`config.mk`:
```
export PLATFORM = sky130hd
export DESIGN_NAME = spi_regbank_slave
export DESIGN_NICKNAME = d
export VERILOG_FILES = /design/src/rtl/spi_regbank_slave.sv
export SDC_FILE = /design/constraint.sdc
export NUM_CORES = 1
export LEC_CHECK = 0
export CAP_MARGIN = 20
export CORE_AREA = 2 2 403 405
export DETAILED_ROUTE_END_ITERATION = 16
export DIE_AREA = 0 0 405 407
export PLACE_DENSITY = 0.49
export SYNTH_ARGS = -nofsm -noshare
export SYNTH_HDL_FRONTEND = slang
export SYNTH_SLANG_ARGS = --single-unit
```
`constraint.sdc`:
```
create_clock -name clk -period 22.2 [get_ports clk]
set_clock_uncertainty 0.15 [all_clocks]
set_input_delay 6.66 -clock clk [delete_from_list [all_inputs] [get_ports clk]]
set_output_delay 6.66 -clock clk [all_outputs]
set_load 0.02 [all_outputs]
```
`src/rtl/spi_regbank_slave.sv`:
```
// rtl/spi_regbank_slave.sv - SPI slave register bank (CPOL/CPHA, strobes, frame errors)
// Optional burst frames with auto-incrementing address when SPI_AUTOINC_EN is defined.
module spi_regbank_slave #(
    parameter int DATA_W = 32,
    parameter int ADDR_W = 4,
    parameter int N_MOSI = 16,
    parameter int N_MISO = 16,
    parameter int CPOL   = 0,
    parameter int CPHA   = 0
) (
    input  logic                       clk,
    input  logic                       reset,
    input  logic                       SPI_CLK,
    input  logic                       SPI_CS,
    input  logic                       SPI_MOSI,
    output logic                       SPI_MISO,
    input  logic [N_MISO*DATA_W-1:0]   miso_regs,
    output logic [N_MOSI*DATA_W-1:0]   mosi_regs,
    output logic                       wr_strobe,
    output logic [ADDR_W-1:0]          wr_addr,
    output logic                       rd_strobe,
    output logic [ADDR_W-1:0]          rd_addr,
    output logic                       busy,
    output logic                       frame_err
);
    localparam logic [1:0] S_IDLE = 2'd0;
    localparam logic [1:0] S_CMD  = 2'd1;
    localparam logic [1:0] S_DATA = 2'd2;
    localparam logic [1:0] S_DONE = 2'd3;
    localparam int   CNT_W     = $clog2(DATA_W + 1);
    localparam logic SCLK_IDLE = (CPOL != 0);

    logic [2:0]        r_sclk_sync;
    logic [2:0]        r_cs_sync;
    logic [1:0]        r_mosi_sync;
    logic [1:0]        r_state;
    logic [CNT_W-1:0]  r_cnt;
    logic [DATA_W-2:0] r_rx;
    logic [DATA_W-1:0] r_tx;
    logic [ADDR_W-1:0] r_addr;
    logic              r_write;
    logic              r_extra;
    logic              r_word_done;
    logic [DATA_W-1:0] r_mosi [N_MOSI];

    logic              w_rise, w_fall, w_lead, w_trail, w_sample, w_shift;
    logic              w_cs_high, w_cs_fall, w_partial;
    logic [DATA_W-1:0] w_word;
    logic [ADDR_W-1:0] w_cmd_addr, w_snap_addr;
    logic [DATA_W-1:0] w_snap;

    assign w_rise    = r_sclk_sync[1] & ~r_sclk_sync[2];
    assign w_fall    = ~r_sclk_sync[1] & r_sclk_sync[2];
    assign w_lead    = SCLK_IDLE ? w_fall : w_rise;
    assign w_trail   = SCLK_IDLE ? w_rise : w_fall;
    assign w_sample  = (CPHA != 0) ? w_trail : w_lead;
    assign w_shift   = (CPHA != 0) ? w_lead : w_trail;
    assign w_cs_high = r_cs_sync[1];
    assign w_cs_fall = ~r_cs_sync[1] & r_cs_sync[2];

    assign w_word      = {r_rx, r_mosi_sync[1]};
    assign w_cmd_addr  = ADDR_W'({r_rx[6:0], r_mosi_sync[1]});
    // First snapshot comes from the command byte; burst refills read the next address.
    assign w_snap_addr = (r_state == S_CMD) ? w_cmd_addr : r_addr + ADDR_W'(1);

    assign w_partial = (r_state == S_CMD)
                     | ((r_state == S_DATA) & ((r_cnt != '0) | ~r_word_done))
                     | ((r_state == S_DONE) & r_extra);

    always_comb begin
        w_snap = '0;
        for (int i = 0; i < N_MISO; i++) begin
            if (int'(w_snap_addr) == i) w_snap = miso_regs[i*DATA_W +: DATA_W];
        end
    end

    for (genvar gi = 0; gi < N_MOSI; gi++) begin : g_flat
        assign mosi_regs[gi*DATA_W +: DATA_W] = r_mosi[gi];
    end

    // CS sync resets low so a CS held low across reset never looks like a fresh frame start.
    always_ff @(posedge clk or posedge reset) begin
        if (reset) begin
            r_sclk_sync <= {3{SCLK_IDLE}};
            r_cs_sync   <= '0;
            r_mosi_sync <= '0;
        end else begin
            r_sclk_sync <= {r_sclk_sync[1:0], SPI_CLK};
            r_cs_sync   <= {r_cs_sync[1:0], SPI_CS};
            r_mosi_sync <= {r_mosi_sync[0], SPI_MOSI};
        end
    end

    always_ff @(posedge clk or posedge reset) begin
        if (reset) begin
            r_state     <= S_IDLE;
            r_cnt       <= '0;
            r_rx        <= '0;
            r_tx        <= '0;
            r_addr      <= '0;
            r_write     <= 1'b0;
            r_extra     <= 1'b0;
            r_word_done <= 1'b0;
            SPI_MISO    <= 1'b0;
            wr_strobe   <= 1'b0;
            wr_addr     <= '0;
            rd_strobe   <= 1'b0;
            rd_addr     <= '0;
            busy        <= 1'b0;
            frame_err   <= 1'b0;
            for (int i = 0; i < N_MOSI; i++) r_mosi[i] <= '0;
        end else begin
            wr_strobe <= 1'b0;
            rd_strobe <= 1'b0;
            frame_err <= 1'b0;
            if (w_shift && r_state != S_IDLE) begin
                SPI_MISO <= r_tx[DATA_W-1];
                r_tx     <= r_tx << 1;
            end
            if (w_cs_high) begin
                if (r_state != S_IDLE) frame_err <= w_partial;
                r_state  <= S_IDLE;
                busy     <= 1'b0;
                SPI_MISO <= 1'b0;
            end else begin
                case (r_state)
                    S_IDLE: if (w_cs_fall) begin
                        r_state     <= S_CMD;
                        busy        <= 1'b1;
                        r_cnt       <= '0;
                        r_rx        <= '0;
                        r_tx        <= '0;
                        r_extra     <= 1'b0;
                        r_word_done <= 1'b0;
                        SPI_MISO    <= 1'b0;
                    end
                    S_CMD: if (w_sample) begin
                        r_rx  <= w_word[DATA_W-2:0];
                        r_cnt <= r_cnt + CNT_W'(1);
                        if (r_cnt == CNT_W'(7)) begin
                            r_cnt   <= '0;
                            r_state <= S_DATA;
                            r_addr  <= w_cmd_addr;
                            r_write <= r_rx[6];
                            if (!r_rx[6]) begin
                                r_tx      <= w_snap;
                                rd_strobe <= 1'b1;
                                rd_addr   <= w_snap_addr;
                            end
                        end
                    end
                    S_DATA: if (w_sample) begin
                        r_rx  <= w_word[DATA_W-2:0];
                        r_cnt <= r_cnt + CNT_W'(1);
                        if (r_cnt == CNT_W'(DATA_W - 1)) begin
                            r_cnt <= '0;
                            for (int i = 0; i < N_MOSI; i++) begin
                                if (r_write && int'(r_addr) == i) r_mosi[i] <= w_word;
                            end
                            if (r_write && int'(r_addr) < N_MOSI) begin
                                wr_strobe <= 1'b1;
                                wr_addr   <= r_addr;
                            end
`ifdef SPI_AUTOINC_EN
                            r_addr      <= r_addr + ADDR_W'(1);
                            r_word_done <= 1'b1;
                            if (!r_write) begin
                                r_tx      <= w_snap;
                                rd_strobe <= 1'b1;
                                rd_addr   <= w_snap_addr;
                            end
`else
                            r_state <= S_DONE;
`endif
                        end
                    end
                    S_DONE: if (w_sample) r_extra <= 1'b1;
                    default: r_state <= S_IDLE;
                endcase
            end
        end
    end
endmodule

```
==> metrics <==
result of the run completed; GRT Util Overall 0.1996; total power divided by cell area just over 70 nW/um^2; I/O pin count ~1000; CP Launch Type input port; Cell Count Post-Placement 5530; flip-flop and latch count after synthesis 610; post-CTS setup buffer count 0; Final period util 0.4417; sequential area share after synthesis 0.5349; Finish-stage setup viols 0; die footprint 164800 um^2; Vias ~26000; Post-CTS Hold Fix Bufs 0; maximum count of clock buffers along a single path 3; count of yosys warnings during synthesis 0; Flop pwr share 0.356; RSZ-0062 raised after global routing no; standard cell area after detailed placement 41440 um^2; weighted congestion reported at the end of routability-driven placement slightly below 1; clock tree from TritonCTS yes; nets@finish 3974; number of flops mapped to enable cells by yosys 0; combinational share of power 0.246; Placement Rows ~150; antenna violation net count after detailed routing 0; post-detailed-route wirelength per cell 30.24 um; cell at the root of the clock tree sky130_fd_sc_hd__clkbuf_16; net switching share of the total power 0.3387; Tmin final 9.806 ns; number of filler cells placed in the layout 16780; pre-CTS setup slack 11.56 ns; maximum fanout count along the critical path 67; number of max-capacitance violations reported 0; via-per-instance ratio about 4.6; path type of the worst min-delay path reg -> reg; Die X-Extent 405 um; Post-Syn Instances 2469; number of antenna violations at the first check in global routing 51; leakage 18.92 nW; hold violation count in the final report 0; post-cts sizing count 0; Avg Synthesized Cell Area 11.56 um^2; Most used DFF post-synth sky130_fd_sc_hd__dfrtp_1; measured slew at the worst slew-check pin 1.283 ns; Skew-Pair Late Insertion Delay between 0.6 and 0.7 ns; Highest Clock Rate 102.0 MHz; CORE AREA 160200 um^2; vias in the first global route 25780; class of the most critical setup path in -> async; number of pins exceeding their max-slew limit in the final report 0; number of design-rule violations left by the first detailed-router iteration 2534; starting utilization of the core area 0.1781; DR DRC count 0; arrival time of data at the critical path endpoint roughly 10 ns; buffers added on ports 1041; Reg clk slew, reported paths ~0.060 ns; Die Y-Extent 407 um; Power Internal 2.113 mW; pin count of the biggest net entering global routing 153; share of layout cells above drive strength 1 0.2082; asr flop ratio synth 1.000; Post-Route WL 172000 um; post-synthesis instance area 28540 um^2; clock network power share 0.398; Layout Area Growth over Synthesis 54.41%; CTS sink count 610; number of cells in the finished layout apart from fillers 5686; half-perimeter wire length after placement 128900 um; Num CTS Buffers 74; H-tree depth 3; total global routing overflow 0; unique cell type count in the Yosys netlist 81; worst vdd rail ir drop 0.06474 mV; DRT Pass-1 Iters 6; power dissipated by switching net loads approximately 1.1 mW; final setup slack of the worst path 12.39 ns; most frequent standard cell in the layout excluding fill and tap cells sky130_fd_sc_hd__clkdlybuf4s50_1; max_slew headroom 0.1332; required arrival time at the worst endpoint 22.73 ns; first-pass GRT wire length 226400 um; post-layout instance area 44070 um^2; endpoint kind of the worst setup timing path asynchronous set/reset pin; syn_nets ~3000; accumulated negative setup slack 0 ns; commonest non-fill, non-tap cells in the layout sky130_fd_sc_hd__clkdlybuf4s50_1 (1041), sky130_fd_sc_hd__dfrtp_1 (607), sky130_fd_sc_hd__mux2_2 (486)
[metal layers]
layer  vias to the layer above  routed length [um]  track usage
li1                      11010                   -            -
met1                     13330               71690       0.2597
met2                      1378               76320       0.2996
met3                       239               19400      0.08175
met4                        34                4348      0.06219
met5                         -                 200            0
[worst max-delay path, stage by stage]
cell and delay, ns:
sky130_fd_sc_hd__clkdlybuf4s50_1 0.46, sky130_fd_sc_hd__clkinvlp_4 0.24, sky130_fd_sc_hd__buf_4 0.48, sky130_fd_sc_hd__buf_4 0.75
sky130_fd_sc_hd__buf_4 0.76, sky130_fd_sc_hd__buf_4 0.81
[synthesized netlist by cell type, types with 22 or more instances]
master | number | area, um^2
sky130_fd_sc_hd__dfrtp_1 | 610 | 15260
sky130_fd_sc_hd__mux2_2 | 486 | 5473
sky130_fd_sc_hd__nand2_1 | 226 | 848.3
sky130_fd_sc_hd__o21ai_0 | 145 | 725.7
sky130_fd_sc_hd__nor2_1 | 143 | 536.8
sky130_fd_sc_hd__buf_2 | 104 | 520.5
sky130_fd_sc_hd__a21oi_1 | 100 | 500.5
sky130_fd_sc_hd__clkbuf_1 | 89 | 334.1
sky130_fd_sc_hd__a22oi_1 | 44 | 330.3
sky130_fd_sc_hd__o22ai_1 | 43 | 269.0
sky130_fd_sc_hd__nor3_1 | 33 | 165.2
sky130_fd_sc_hd__mux2i_1 | 30 | 300.3
sky130_fd_sc_hd__a221oi_1 | 27 | 236.5
sky130_fd_sc_hd__o211ai_1 | 24 | 180.2
sky130_fd_sc_hd__a22o_1 | 23 | 201.4
sky130_fd_sc_hd__a211oi_1 | 22 | 165.2
[sequential cells by signal, indices dropped and copies added, names as in the netlist, 2 cells and up]
register     count
r_tx            32
r_sclk_sync      3
r_cnt            6
r_cs_sync        3
r_addr           4
rd_addr          4
r_rx            31
r_mosi_sync      2
wr_addr          4
r_state          2
mosi_regs      512
[logic make-up after synthesis]
kind of cell / Yosys count / share of synthesized area
and+or+nand+nor: 500 / 0.07808
buffers and inverters: 233 / 0.03665
muxes: 525 / 0.2059
adders and majority gates: 9 / 0.003946
xor gates and xnor gates: 4 / 0.001228
AOI/OAI and AO/OA: 588 / 0.1393
DFF: 610 / 0.5349
[final cells by class]
class	count	area, um^2	share of cell area
inverters	22	86.33	0.001959
diodes	20	50.05	0.001136
clock inverters	32	447.9	0.01016
repair buffers	1114	10980	0.2492
multi-input cells	1626	12420	0.2819
flip-flops and latches	610	15270	0.3465
well taps	2160	2703	0.06133
clock buffers	102	2107	0.04781
[path summary, 6_finish.rpt]
kind | slack (ns) | endpoint | cells past startpoint | startpoint
setup / recovery | 12.39 | mosi_regs[238] | 6 | reset
hold / removal | 0.20 | r_sclk_sync[1] | 0 | r_sclk_sync[0]
setup reg to reg | 16.98 | r_tx[24] | 11 | r_state[1]
hold reg to reg | 0.20 | r_sclk_sync[1] | 0 | r_sclk_sync[0]
max in group clk | 13.26 | r_tx[24] | 8 | miso_regs[24]
min in group asynchronous | 6.19 | r_tx[24] | 2 | reset
[power by group through the flow]
stage,logic (mW),clock network [mW],registers [mW]
2_1_floorplan,0.355,0,1.15
3_3_place_gp,0.760,0,1.16
3_5_place_dp,0.761,0,1.16
4_1_cts,0.764,1.31,1.14
5_1_grt,0.810,1.35,1.14
6_report,0.788,1.27,1.14
[stage by stage]
step                        util  total power, mW  hold slack (ns)
after floorplan                -            1.501           0.1812
after global placement    0.2587            1.917           0.1851
after detailed placement  0.2587            1.919           0.1886
after CTS                 0.2746            3.212           0.2029
after global routing      0.2750            3.302           0.2109
final                     0.2751            3.196           0.2011
No activity file was read; power rests on OpenSTA's default activity.
